==> config.mk <==
export PLATFORM = sky130hd
export DESIGN_NAME = cascade_stage_sequencer
export DESIGN_NICKNAME = d
export VERILOG_FILES = /design/src/rtl/cascade_stage_sequencer.sv
export SDC_FILE = /design/constraint.sdc
export NUM_CORES = 1
export LEC_CHECK = 0
export ABC_AREA = 1
export BUFFER_PORTS_ARGS = -buffer_cell sky130_fd_sc_hd__buf_2
export CORE_AREA = 5 5 42 44
export DETAILED_ROUTE_END_ITERATION = 10
export DIE_AREA = 0 0 47 49
export SLEW_MARGIN = 0
export SYNTH_ARGS = -nofsm -noshare
export SYNTH_HDL_FRONTEND = slang
export SYNTH_SLANG_ARGS = --single-unit
==> constraint.sdc <==
create_clock -name clk_fpga -period 3 [get_ports clk_fpga]
set_input_delay 0.3 -clock clk_fpga [delete_from_list [all_inputs] [get_ports clk_fpga]]
set_output_delay 0.3 -clock clk_fpga [all_outputs]
set_load 0.05 [all_outputs]
==> src/rtl/cascade_stage_sequencer.sv <==
// Sequencer that walks one window through NUM_STAGES cascade stages on a shared classifier.
// Define STAGE_WATCHDOG_EN to add a per-stage watchdog that rejects a stage that never completes.
module cascade_stage_sequencer #(
    parameter int NUM_STAGES      = 3,
    parameter int STAGE_ID_WIDTH  = 2,
    parameter int WATCHDOG_CYCLES = 1024
) (
    input  logic                      clk_fpga,
    input  logic                      reset_fpga,
    input  logic                      i_window_valid,
    output logic                      o_window_ready,
    input  logic                      i_abort,
    output logic                      o_stage_start,
    output logic [STAGE_ID_WIDTH-1:0] o_stage_id,
    input  logic                      i_stage_done,
    input  logic                      i_stage_pass,
    output logic                      o_result_valid,
    output logic                      o_iscandidate,
    output logic [STAGE_ID_WIDTH-1:0] o_reject_stage,
    output logic                      o_timeout,
    output logic                      o_busy
);

    if (NUM_STAGES < 1 || NUM_STAGES > (1 << STAGE_ID_WIDTH) || WATCHDOG_CYCLES < 2) begin : g_bad_params
        $error("cascade_stage_sequencer: illegal NUM_STAGES/STAGE_ID_WIDTH/WATCHDOG_CYCLES");
    end

    localparam logic [STAGE_ID_WIDTH-1:0] LAST_STAGE = STAGE_ID_WIDTH'(NUM_STAGES - 1);

    typedef enum logic [1:0] {
        IDLE,
        START,
        WAIT,
        DONE
    } state_t;

    state_t                    state;
    logic [STAGE_ID_WIDTH-1:0] stage_idx;
    logic                      wd_expire;

    assign o_stage_id = stage_idx;

`ifdef STAGE_WATCHDOG_EN
    localparam int WD_WIDTH = $clog2(WATCHDOG_CYCLES + 1);

    logic [WD_WIDTH-1:0] wd_count;
    logic                timeout_q;

    // Expiry is the WATCHDOG_CYCLES-th waiting cycle; a done in that same cycle takes precedence.
    assign wd_expire = (state == WAIT) && !i_stage_done &&
                       (wd_count == WD_WIDTH'(WATCHDOG_CYCLES - 1));

    always_ff @(posedge clk_fpga) begin
        if (reset_fpga || state != WAIT) begin
            wd_count <= '0;
        end else if (!i_stage_done) begin
            wd_count <= wd_count + 1'b1;
        end
    end

    always_ff @(posedge clk_fpga) begin
        if (reset_fpga) begin
            timeout_q <= 1'b0;
        end else if (!i_abort && state == WAIT && (i_stage_done || wd_expire)) begin
            timeout_q <= !i_stage_done;
        end
    end

    assign o_timeout = timeout_q;
`else
    assign wd_expire = 1'b0;
    assign o_timeout = 1'b0;
`endif

    always_ff @(posedge clk_fpga) begin
        if (reset_fpga) begin
            state          <= IDLE;
            stage_idx      <= '0;
            o_stage_start  <= 1'b0;
            o_result_valid <= 1'b0;
            o_iscandidate  <= 1'b0;
            o_reject_stage <= '0;
            o_busy         <= 1'b0;
            o_window_ready <= 1'b1;
        end else begin
            o_stage_start  <= 1'b0;
            o_result_valid <= 1'b0;
            // Abort flushes the window without touching the last verdict, even if done arrives too.
            if (i_abort) begin
                state          <= IDLE;
                o_busy         <= 1'b0;
                o_window_ready <= 1'b1;
            end else begin
                case (state)
                    IDLE: begin
                        if (i_window_valid) begin
                            stage_idx      <= '0;
                            state          <= START;
                            o_stage_start  <= 1'b1;
                            o_busy         <= 1'b1;
                            o_window_ready <= 1'b0;
                        end
                    end
                    START: begin
                        state <= WAIT;
                    end
                    WAIT: begin
                        if (i_stage_done) begin
                            if (i_stage_pass && stage_idx == LAST_STAGE) begin
                                o_iscandidate  <= 1'b1;
                                o_reject_stage <= '0;
                                o_result_valid <= 1'b1;
                                state          <= DONE;
                            end else if (i_stage_pass) begin
                                stage_idx     <= stage_idx + 1'b1;
                                o_stage_start <= 1'b1;
                                state         <= START;
                            end else begin
                                o_iscandidate  <= 1'b0;
                                o_reject_stage <= stage_idx;
                                o_result_valid <= 1'b1;
                                state          <= DONE;
                            end
                        end else if (wd_expire) begin
                            o_iscandidate  <= 1'b0;
                            o_reject_stage <= stage_idx;
                            o_result_valid <= 1'b1;
                            state          <= DONE;
                        end
                    end
                    DONE: begin
                        state          <= IDLE;
                        o_busy         <= 1'b0;
                        o_window_ready <= 1'b1;
                    end
                    default: begin
                        state          <= IDLE;
                        o_busy         <= 1'b0;
                        o_window_ready <= 1'b1;
                    end
                endcase
            end
        end
    end

endmodule

==> impl_summary.log <==
INFO  metric status = finished, final reports clean
INFO  metric rsz0062_at_grt = no
INFO  metric finalMaxSlewViolations = 0
INFO  metric clockBufferDepth = 2
INFO  metric die_width = 47 um
INFO  metric finalNonFillerCells = 103
INFO  metric post_synth.cell_area_avg = 7.27 um2
INFO  metric detailed_place_hpwl = 782 um
INFO  metric synth_top_cell_by_area = sky130_fd_sc_hd__dfxtp_1
INFO  metric dr.pass1.iters = 3
INFO  metric ys_seq_elements = 11
INFO  metric synth_edf_count = 0
INFO  metric cts-resized-gates = 0
INFO  metric setup_viol_count_final = 0
INFO  metric clock.fmax = 0.796 GHz
INFO  metric initial_util = 0.363
INFO  metric grt.total_usage = 0.0996
INFO  metric worst_hold_stages = 2
INFO  metric rrSetupSlack = 1740 ps
INFO  metric critPathArrivalTime = 1430 ps
INFO  metric std_cell_rows = 14
INFO  metric cp_data_required_time = 3180 ps
INFO  metric grt_antenna_before_repair = 0
INFO  metric critPathCaptureType = register
INFO  metric layout-drive-gt1-share = 0.310
INFO  metric first_global_vias = 403
INFO  metric post_drt_via_cell_ratio = 4.54
INFO  metric period_share = 0.419
INFO  metric dieArea = 2300 um2
INFO  metric timing.setup.critical_path_class = reg2reg
INFO  metric synthesis.yosys.warnings = 0
INFO  metric core = 1400 um2
INFO  metric yosysUniqueCellTypes = 18
INFO  metric cts_buffers = 3
INFO  metric r2r-end = o_stage_id[1]
INFO  metric synth_common_cells = sky130_fd_sc_hd__dfxtp_1, sky130_fd_sc_hd__nand2_1, sky130_fd_sc_hd__inv_1, sky130_fd_sc_hd__nor2_1, sky130_fd_sc_hd__nand3_1
INFO  metric max-vdd-ir-drop = 203 uV
INFO  metric sequential_fraction_of_the_synthesis_area = 0.432
INFO  metric syn2layout_area_growth = 21.4%
INFO  metric cts_tree = done
INFO  metric synth_nets = 77
INFO  metric floorplan.die.height = 49 um
INFO  metric worstSkewPairLatency = 270 ps
INFO  metric drt_first_iter_violations = 5
INFO  metric detailroute.via_count = 468
INFO  metric grt-ovfl-total = 0
INFO  metric detail_route.wl_per_cell = 9.76 um
INFO  metric hold_fix_buffer_count_after_cts = 0
INFO  metric clock_tree.root_cell = sky130_fd_sc_hd__clkbuf_4
INFO  metric r2r_cells = 8
INFO  metric post_cts.repair.setup_buffers = 0
INFO  metric final_net_count = 95
INFO  metric finalCriticalPeriod = 1260 ps
INFO  metric gp_routability_congestion = 0.776
INFO  metric grt_start_max_net_pins = 7
INFO  metric ys_top_cells_by_area = sky130_fd_sc_hd__dfxtp_1, sky130_fd_sc_hd__nand2_1, sky130_fd_sc_hd__inv_1
INFO  metric port-buffer-count = 14
INFO  metric ys.flop_type = sky130_fd_sc_hd__dfxtp_1
INFO  metric min_to = o_result_valid
INFO  metric place_inst = 99
INFO  metric syn-cell-area = 509 um2
INFO  metric cts_num_sinks = 11
INFO  metric timing.clock.skew = 0.594 ps
INFO  metric clkTransAtPathRegs = 70 ps
INFO  metric cellLeakagePower = 0.298 nW
INFO  metric num_antenna_cells = 0
INFO  metric synth-async-reset-ratio = 0
INFO  metric max_cap_violations = 0
INFO  metric yosysTopAreaCellShare = 0.432
INFO  metric setup_total_negative_slack = 0 ps
INFO  metric route.final.wire_length = 1.01 mm
INFO  metric syn_inst = 70
INFO  metric min_from = reset_fpga
INFO  metric worstSetupStartpointType = register
INFO  metric cts_htree_levels = 1
INFO  metric rr_startpoint = o_stage_id[0]
INFO  metric final_antenna_net_count = 0
INFO  metric crit_path_max_fanout = 4
INFO  metric top_level_ports = 16
INFO  metric drc = 0
INFO  metric hold_viol = 0
INFO  metric hold_path_class = in2reg
INFO  metric power.density_cell_area = 517 nW/um2
INFO  metric synth_most_common_cell = sky130_fd_sc_hd__dfxtp_1
INFO  metric grt_pass1_wl = 1.62 mm
==> layer usage <==
metal  vias to the layer above  track usage  routed length (um)
li1                        253            -                   -
met1                       205        0.120                 469
met2                         7        0.136                 465
met3                         3       0.0443                  41
met4                         0       0.0691                  27
met5                         -            0                   0
==> placed cells by master (no fill, tap or decap) <==
| cell | netlist | final |
|---|---|---|
| sky130_fd_sc_hd__o21ai_1 | 1 | 1 |
| sky130_fd_sc_hd__nor3_1 | 1 | 1 |
| sky130_fd_sc_hd__nand3_1 | 6 | 6 |
| sky130_fd_sc_hd__inv_2 | 1 | 1 |
| sky130_fd_sc_hd__a21oi_1 | 5 | 5 |
| sky130_fd_sc_hd__inv_1 | 9 | 9 |
| sky130_fd_sc_hd__nor2_1 | 9 | 9 |
| sky130_fd_sc_hd__o21ai_0 | 1 | 1 |
| sky130_fd_sc_hd__dfxtp_1 | 11 | 11 |
| sky130_fd_sc_hd__clkbuf_1 | 0 | 1 |
| sky130_fd_sc_hd__buf_2 | 0 | 14 |
| sky130_fd_sc_hd__nor2_2 | 5 | 5 |
| sky130_fd_sc_hd__nand2_1 | 10 | 10 |
| sky130_fd_sc_hd__nand4_1 | 3 | 3 |
| sky130_fd_sc_hd__ha_1 | 1 | 1 |
| sky130_fd_sc_hd__nor2_4 | 1 | 1 |
| sky130_fd_sc_hd__nand2_2 | 3 | 3 |
| sky130_fd_sc_hd__conb_1 | 1 | 1 |
| sky130_fd_sc_hd__clkbuf_4 | 0 | 3 |
| sky130_fd_sc_hd__or2_1 | 1 | 1 |
==> cells by family after synthesis <==
logic type,Yosys count,synth area share
and+or+nand+nor,39,0.378
buffers and inverters,11,0.0884
DFF,11,0.432
AOI/OAI and AO/OA,7,0.0688
adders and majority gates,1,0.0246
other,1,0.00736
==> through the flow <==
stage	utilization	power, W	hold slack [ps]	worst slack, ps	instance area, um2
global placement	0.422	0.000217	442	1790	592
floorplan	-	0.000204	369	1450	509
CTS	0.441	0.000324	255	1740	618
finish	0.441	0.000320	260	1740	618
detailed placement	0.422	0.000217	448	1750	592
global route	0.441	0.000336	273	1620	618
==> where the power goes <==
part	leakage, nW	switching [W]	internal [W]	total (W)
sequential	0.0896	0.00000455	0.000151	0.000156
clock	0.0150	0.0000544	0.0000516	0.000106
combinational	0.194	0.0000416	0.0000160	0.0000576
total	0.298	0.000101	0.000219	0.000320
==> critical path, cell delays in order, from the launching register on <==
cell and delay (ps):
sky130_fd_sc_hd__dfxtp_1 380, sky130_fd_sc_hd__inv_1 70, sky130_fd_sc_hd__ha_1 230, sky130_fd_sc_hd__nor2_4 140, sky130_fd_sc_hd__nor2_2 70, sky130_fd_sc_hd__nor2_2 90, sky130_fd_sc_hd__nand3_1 70, sky130_fd_sc_hd__nand2_1 70
sky130_fd_sc_hd__nor2_2 30
==> registers in the layout (all words and copies together), names as in the netlist <==
| register | flops |
|---|---|
| o_stage_id | 2 |
| o_result_valid | 1 |
| o_busy | 1 |
| o_iscandidate | 1 |
| o_stage_start | 1 |
| o_window_ready | 1 |
| state | 2 |
| o_reject_stage | 2 |
==> area by class of cell <==
| class | instances | area, um2 |
|---|---|---|
| repair buffers | 14 | 70.1 |
| well taps | 16 | 20.0 |
| flip-flops and latches | 11 | 220 |
| inverters | 10 | 37.5 |
| multi-input cells | 48 | 244 |
| fillers | 162 | 783 |
| clock buffers | 4 | 26.3 |
==> how the worst max path moves through the flow <==
stage / startpoint / to / slack [ps] / cells after the start
5_1_grt: o_stage_id[0] / o_stage_id[1] / 1620 / 8
6_report: o_stage_id[0] / o_stage_id[1] / 1740 / 8
3_5_place_dp: o_stage_id[0] / o_stage_id[0] / 1750 / 8
3_3_place_gp: o_stage_id[0] / o_stage_id[1] / 1790 / 8
2_1_floorplan: o_stage_id[0] / o_stage_id[1] / 1450 / 8
4_1_cts: o_stage_id[0] / o_stage_id[0] / 1740 / 8
No activity file was read; power rests on OpenSTA's default activity.
